===== config.mk =====
export PLATFORM = sky130hd
export DESIGN_NAME = wt_mem_arbiter
export DESIGN_NICKNAME = d
export VERILOG_FILES = /design/src/rtl/wt_mem_arbiter.sv
export SDC_FILE = /design/constraint.sdc
export NUM_CORES = 1
export LEC_CHECK = 0
export CAP_MARGIN = 10
export CORE_AREA = 2 2 231 233
export CTS_CLUSTER_DIAMETER = 120
export DETAILED_ROUTE_END_ITERATION = 7
export DIE_AREA = 0 0 233 235
export HOLD_SLACK_MARGIN = 0.02
export PLACE_DENSITY = 0.62
export SYNTH_ARGS = -nofsm -noshare
export SYNTH_HDL_FRONTEND = slang
export SYNTH_SLANG_ARGS = --single-unit

===== constraint.sdc =====
create_clock -name clk_i -period 35.1 [get_ports clk_i]
set_clock_uncertainty 0.15 [all_clocks]
set_input_delay 7.02 -clock clk_i [delete_from_list [all_inputs] [get_ports clk_i]]
set_output_delay 7.02 -clock clk_i [all_outputs]
set_load 0.02 [all_outputs]

===== src/rtl/wt_mem_arbiter.sv =====
// Memory arbiter for the write-through cache subsystem.
// Grants I$/D$ requests round robin into a single output register, limits
// in-flight requests per source, and routes registered returns back by tag.
module wt_mem_arbiter #(
   parameter int unsigned DataWidth      = 64,
   parameter int unsigned RtrnWidth      = 128,
   parameter int unsigned MaxOutstanding = 4
) (
   input  logic                 clk_i,
   input  logic                 rst_i,
   // instruction cache request
   input  logic                 icache_data_req_i,
   output logic                 icache_data_ack_o,
   input  logic [DataWidth-1:0] icache_data_i,
   // data cache request
   input  logic                 dcache_data_req_i,
   output logic                 dcache_data_ack_o,
   input  logic [DataWidth-1:0] dcache_data_i,
   // memory request
   output logic                 mem_req_valid_o,
   input  logic                 mem_req_ready_i,
   output logic [DataWidth-1:0] mem_req_data_o,
   output logic                 mem_req_src_o,
   // memory return
   input  logic                 mem_rtrn_valid_i,
   input  logic                 mem_rtrn_src_i,
   input  logic [RtrnWidth-1:0] mem_rtrn_data_i,
   // returns to the caches
   output logic                 icache_rtrn_vld_o,
   output logic [RtrnWidth-1:0] icache_rtrn_o,
   output logic                 dcache_rtrn_vld_o,
   output logic [RtrnWidth-1:0] dcache_rtrn_o,
   output logic                 rtrn_err_o
);

   localparam int unsigned CntWidth = $clog2(MaxOutstanding + 1);
   localparam int unsigned SumWidth = CntWidth + 1;
   localparam logic        SrcI     = 1'b0;
   localparam logic        SrcD     = 1'b1;

   // output request register
   logic                 req_vld_q;
   logic [DataWidth-1:0] req_data_q;
   logic                 req_src_q;
   logic                 last_gnt_q;

   // outstanding tracking
   logic [CntWidth-1:0]  cnt_i_q, cnt_d_q;
   logic [CntWidth-1:0]  cnt_i_d, cnt_d_d;
   logic                 err_q;

   // return registers
   logic                 ivld_q, dvld_q;
   logic [RtrnWidth-1:0] irtrn_q, drtrn_q;

   // arbitration signals
   logic                 pend_i, pend_d;
   logic                 elig_i, elig_d;
   logic                 can_load;
   logic                 gnt_i, gnt_d;

   // counter update signals
   logic                 fire;
   logic                 inc_i, inc_d;
   logic                 rtrn_i, rtrn_d;
   logic                 dec_i, dec_d;
   logic                 bad_rtrn;

   // eligibility and round-robin grant; no grant can happen during reset
   always_comb begin
      pend_i   = req_vld_q && (req_src_q == SrcI);
      pend_d   = req_vld_q && (req_src_q == SrcD);
      elig_i   = icache_data_req_i &&
                 ((SumWidth'(cnt_i_q) + SumWidth'(pend_i)) < SumWidth'(MaxOutstanding));
      elig_d   = dcache_data_req_i &&
                 ((SumWidth'(cnt_d_q) + SumWidth'(pend_d)) < SumWidth'(MaxOutstanding));
      can_load = !req_vld_q || mem_req_ready_i;
      gnt_i    = 1'b0;
      gnt_d    = 1'b0;
      if (!rst_i && can_load) begin
         if (elig_i && elig_d) begin
            if (last_gnt_q == SrcD) begin
               gnt_i = 1'b1;
            end else begin
               gnt_d = 1'b1;
            end
         end else if (elig_i) begin
            gnt_i = 1'b1;
         end else if (elig_d) begin
            gnt_d = 1'b1;
         end
      end
   end

   assign icache_data_ack_o = gnt_i;
   assign dcache_data_ack_o = gnt_d;

   // outstanding counters: issue increments, return decrements, never below zero
   always_comb begin
      fire     = req_vld_q && mem_req_ready_i;
      inc_i    = fire && (req_src_q == SrcI);
      inc_d    = fire && (req_src_q == SrcD);
      rtrn_i   = mem_rtrn_valid_i && (mem_rtrn_src_i == SrcI);
      rtrn_d   = mem_rtrn_valid_i && (mem_rtrn_src_i == SrcD);
      dec_i    = rtrn_i && (cnt_i_q != '0);
      dec_d    = rtrn_d && (cnt_d_q != '0);
      bad_rtrn = (rtrn_i && (cnt_i_q == '0)) || (rtrn_d && (cnt_d_q == '0));
      cnt_i_d  = cnt_i_q;
      cnt_d_d  = cnt_d_q;
      if (inc_i && !dec_i) begin
         cnt_i_d = cnt_i_q + CntWidth'(1);
      end else if (dec_i && !inc_i) begin
         cnt_i_d = cnt_i_q - CntWidth'(1);
      end
      if (inc_d && !dec_d) begin
         cnt_d_d = cnt_d_q + CntWidth'(1);
      end else if (dec_d && !inc_d) begin
         cnt_d_d = cnt_d_q - CntWidth'(1);
      end
   end

   // request register: load on grant, drain when the memory side accepts
   always_ff @(posedge clk_i or posedge rst_i) begin
      if (rst_i) begin
         req_vld_q  <= 1'b0;
         req_data_q <= '0;
         req_src_q  <= SrcI;
         last_gnt_q <= SrcD;
      end else if (gnt_i || gnt_d) begin
         req_vld_q  <= 1'b1;
         req_data_q <= gnt_i ? icache_data_i : dcache_data_i;
         req_src_q  <= gnt_d;
         last_gnt_q <= gnt_d;
      end else if (mem_req_ready_i) begin
         req_vld_q  <= 1'b0;
      end
   end

   // outstanding counters and sticky return error
   always_ff @(posedge clk_i or posedge rst_i) begin
      if (rst_i) begin
         cnt_i_q <= '0;
         cnt_d_q <= '0;
         err_q   <= 1'b0;
      end else begin
         cnt_i_q <= cnt_i_d;
         cnt_d_q <= cnt_d_d;
         if (bad_rtrn) begin
            err_q <= 1'b1;
         end
      end
   end

   // registered return routing; payload holds when no return for that cache
   always_ff @(posedge clk_i or posedge rst_i) begin
      if (rst_i) begin
         ivld_q  <= 1'b0;
         dvld_q  <= 1'b0;
         irtrn_q <= '0;
         drtrn_q <= '0;
      end else begin
         ivld_q <= rtrn_i;
         dvld_q <= rtrn_d;
         if (rtrn_i) begin
            irtrn_q <= mem_rtrn_data_i;
         end
         if (rtrn_d) begin
            drtrn_q <= mem_rtrn_data_i;
         end
      end
   end

   assign mem_req_valid_o   = req_vld_q;
   assign mem_req_data_o    = req_data_q;
   assign mem_req_src_o     = req_src_q;
   assign icache_rtrn_vld_o = ivld_q;
   assign icache_rtrn_o     = irtrn_q;
   assign dcache_rtrn_vld_o = dvld_q;
   assign dcache_rtrn_o     = drtrn_q;
   assign rtrn_err_o        = err_q;

endmodule


Word level (Yosys, flattened, before mapping)
Index checks and enable logic that the tools add are counted.
{"block": "totals", "reg_bits": 332, "input_bits": 263, "output_inout_bits": 327, "word_cells": 72}
{"block": "op_classes", "n_addsub": 6, "order_cmp": 2, "n_mux": 16, "bitwise_logic": 2, "n_reduce_logical": 35}
{"cell": "64-bit 2-to-1 mux", "count": 1}
{"cell": "1-bit logical AND", "count": 19}
{"cell": "3-bit 2-to-1 mux", "count": 4}
{"cell": "1-bit 2-to-1 mux", "count": 11}
{"cell": "3-bit by 1-bit adder with 4-bit output", "count": 2}
{"cell": "4-bit by 3-bit < comparator with 1-bit output, second input constant", "count": 2}
{"cell": "3-bit by 1-bit adder with 3-bit output, second input constant", "count": 2}
{"cell": "1-bit logical NOT", "count": 6}
{"cell": "3-bit logical NOT", "count": 2}
{"cell": "2-bit nonzero test", "count": 3}
{"cell": "3-bit nonzero test", "count": 2}
{"cell": "3-bit by 1-bit subtractor with 3-bit output, second input constant", "count": 2}
{"cell": "1-bit logical OR", "count": 3}
{"cell": "1-bit NOT", "count": 2}

Depth between registers and ports, before layout
{"block": "logic_depth", "ltp_word": 10, "mapped_depth": 11, "depth_no_buf": 9}

Least setup slack after synthesis
No wires, ideal clock.
{"block": "synth_path", "path_type": "input to output", "from": "input port rst_i", "to": "output port dcache_data_ack_o", "arrival_ps": 15294, "required_ps": 27930, "slack_ps": 12636, "stages": 5, "path_buffers": 2, "path_cell_list": "inv_1 and2_1 clkbuf_1 clkbuf_1 and2_1"}
{"block": "synth_via", "elab_chain_cells": 3}
{"item": "start, declared", "line": "10", "text": "input logic rst_i,"}
{"item": "1-bit logical NOT (no line)"}
{"item": "1-bit logical AND", "line": "80", "text": "if (!rst_i && can_load) begin"}
{"item": "1-bit 2-to-1 mux", "line": "80"}
{"item": "end, declared", "line": "17", "text": "output logic dcache_data_ack_o,"}
No other way between the ends.

Final worst setup path
{"block": "layout_path", "from": "input port rst_i", "to": "output port icache_data_ack_o"}
{"block": "layout_via", "elab_chain_cells": 3}
{"item": "1-bit logical NOT (no line)"}
{"item": "1-bit logical AND", "line": "80"}
{"item": "1-bit 2-to-1 mux", "line": "80"}
{"item": "end, declared", "line": "13", "text": "output logic icache_data_ack_o,"}
No other way between the ends.

==> metrics <==
outcome=completed; WP data arrival=slightly above 10000 ps; Max VDD drop=roughly 0.000048 V; Post-CTS Setup Bufs=0; Pins Over Slew Limit=0; r2r endpoint=mem_req_data_o[29]$_DFFE_PP0P_; aggregate global routing overflow=0; PortBufs=between 500 and 600; synthesized flop and latch total=332; Reg clk slew, reported paths=roughly 50 ps; DP Worst Slack=around 18000 ps; vias in the first global route=10984; PostCTS Resize Cnt=0; Netlist cell types=30; CTS Hold Bufs=0; filler instances=about 5100; setup_tns=0 ps; Seq. cell area=slightly above 8000 µm²; Post-synth EDFFs=0; ratio of cells with drive above 1 in the final layout=about 12%; post-layout minimum cycle time=17470 ps; hold crit path type=flip-flop to flip-flop; Routed WL per cell=roughly 18 µm; unrepaired setup endpoints after global routing=no; R2R cell count=5; TritonCTS sink count=roughly 330; final estimated routing congestion in global placement=approximately 0.80; total wire length=around 43000 µm; area occupied by multi-input gates=about 4300 µm²; number of diodes=0; post-detail-place hpwl=30500 µm; P_leak=9.36 nW; Async SR Flop Fraction=between 90% and 100%; gr usage total=15.0%; Crit. Startpoint=rst_i; slew at the pin with the worst max-slew slack=about 1000 ps; antenna violations before repair=0; final std cell area, no fill=about 21000 µm²; H-tree Lvls=2; Area Overhead vs Synth=61.0%; Syn Area/Cell=11.8 µm²; core area=roughly 52000 µm²; flop2flop setup slack=between 30000 and 40000 ps; Cell Area, Synth=12900 µm²; largest net degree at the start of global routing=between 150 and 200; Die H=235 µm; Final ANT Viol Nets=0; crit path to=icache_data_ack_o; nature of the critical path startpoint=input pin; CTS tree=built; critical-path maximum fanout=73; Design Power=~1.4 mW; P per Cell Area=around 66 nW/µm²; Ports=590; first-pass GRT wire length=roughly 64000 µm; Fin. Hold Viols=0; CTS buffer count=39; Finish-stage setup viols=0; Setup crit end kind=output port; Iter 0 DRT Violations=487; via count=around 10000; Clock Latency Late Sink=530 ps; Net Count, Synth=about 1400; sequential cell area fraction in the yosys report=64.5%; Tcrit/Tclk final=49.8%; WP data required=~28000 ps; Starting Density=about a quarter; DIE AREA=between 50000 and 60000 µm²; Max Root-Sink Buffers=3; worst setup margin=between 15000 and 20000 ps; Vias/cell=4.36; Mapped Cells=between 1000 and 1500; placed instance area=around 19000 µm²; Primary FF master, synth=dfrtp_1; TritonRoute pass-1 iters=5; std cell rows=84; Yosys warnings=0; achievable clock frequency=0.0572 GHz; Reg-to-Reg Start=mem_req_src_o$_DFFE_PP0P_; maximum capacitance violations=0; DRC=0; Worst slew margin=between 30% and 40%; Final Core Density=39.7%; Root Buffer=clkbuf_16; crit path kind=input pin to output port; Nets=1928; Die X=233 µm
==> worst min path at each step <==
stage / start / end / slack (ps) / depth (start not counted)
CTS: icache_rtrn_o[66]$_DFFE_PP0P_ / icache_rtrn_o[66]$_DFFE_PP0P_ / 330 / 2
global placement: icache_rtrn_o[7]$_DFFE_PP0P_ / icache_rtrn_o[7]$_DFFE_PP0P_ / 310 / 2
finish: icache_rtrn_o[9]$_DFFE_PP0P_ / icache_rtrn_o[9]$_DFFE_PP0P_ / 320 / 2
floorplan: cnt_d_q[2]$_DFFE_PP0P_ / cnt_d_q[2]$_DFFE_PP0P_ / 310 / 1
detailed placement: icache_rtrn_o[82]$_DFFE_PP0P_ / icache_rtrn_o[82]$_DFFE_PP0P_ / 310 / 2
global route: icache_rtrn_o[11]$_DFFE_PP0P_ / icache_rtrn_o[11]$_DFFE_PP0P_ / 340 / 2
==> registers in the layout, indices dropped and copies added (netlist names) <==
signal,flops
rtrn_err_o,1
last_gnt_q,1
mem_req_src_o,1
mem_req_valid_o,1
mem_req_data_o,64
icache_rtrn_o,128
cnt_d_q,3
dcache_rtrn_vld_o,1
cnt_i_q,3
icache_rtrn_vld_o,1
dcache_rtrn_o,128
==> per-layer routing <==
layer / track usage [%] / up-vias / part of all wire (%)
li1: - / 4825 / -
met1: 17.2 / 5014 / 39
met2: 25.9 / 423 / 49
met3: 4.81 / 90 / 8.2
met4: 5.94 / 0 / 3.6
met5: 0 / - / 0
==> placed cells by master (no fill, tap or decap), drive strengths merged, types with 4 or more instances in the layout <==
| cell | Yosys | routed |
|---|---|---|
| clkdlybuf4s50 | 0 | 589 |
| nand2 | 389 | 389 |
| dfrtp | 331 | 331 |
| mux2 | 130 | 130 |
| and3 | 65 | 65 |
| a221o | 64 | 64 |
| clkbuf | 59 | 60 |
| buf | 11 | 13 |
| inv | 6 | 6 |
| clkinv | 0 | 4 |
| xor2 | 4 | 4 |
==> metrics by stage <==
stage               cells  hold WS [ps]
global route         2375           337
finish               2375           320
detailed placement   2307           311
floorplan            1088           315
CTS                  2374           326
global placement     2307           307
==> synthesized netlist by cell type, drive strengths merged (3+ instances only) <==
library cell | number | area (µm²)
clkbuf | 59 | 221
xor2 | 4 | 35.0
inv | 6 | 22.5
nor2 | 3 | 11.3
dfrtp | 331 | 8280
buf | 11 | 92.6
a21o | 3 | 22.5
and3 | 65 | 407
mux2 | 130 | 1460
nand2 | 389 | 1460
a221o | 64 | 641
nand2b | 3 | 18.8
==> final cells by class <==
cell class              instances  area share [%]
clock inverters                 7           0.549
flip-flops and latches        332            40.0
multi-input cells             680            20.6
well taps                     688            4.15
clock buffers                  60            5.52
inverters                       6           0.163
repair buffers                602            29.0
==> power by group <==
group | switching [mW] | internal (mW)
registers | 0.0538 | 0.464
clock network | 0.156 | 0.245
logic | 0.218 | 0.224
total | 0.428 | 0.934
==> logic make-up after synthesis <==
logic type | Yosys count | synth area share [%]
AOI/OAI and AO/OA | 72 | 5.46
adders and majority gates | 4 | 0.505
muxes | 130 | 11.4
buffers and inverters | 76 | 2.61
DFF | 332 | 64.5
xor gates and xnor gates | 6 | 0.408
and+or+nand+nor | 468 | 15.2
==> critical path, cell delays in order <==
cell	delay, ps
clkdlybuf4s50_1	490
inv_8	410
buf_4	500
nand2_1	190
a311oi_4	290
buf_4	580
clkdlybuf4s50_1	740
Note: power is estimated with default switching activity, not from simulation.
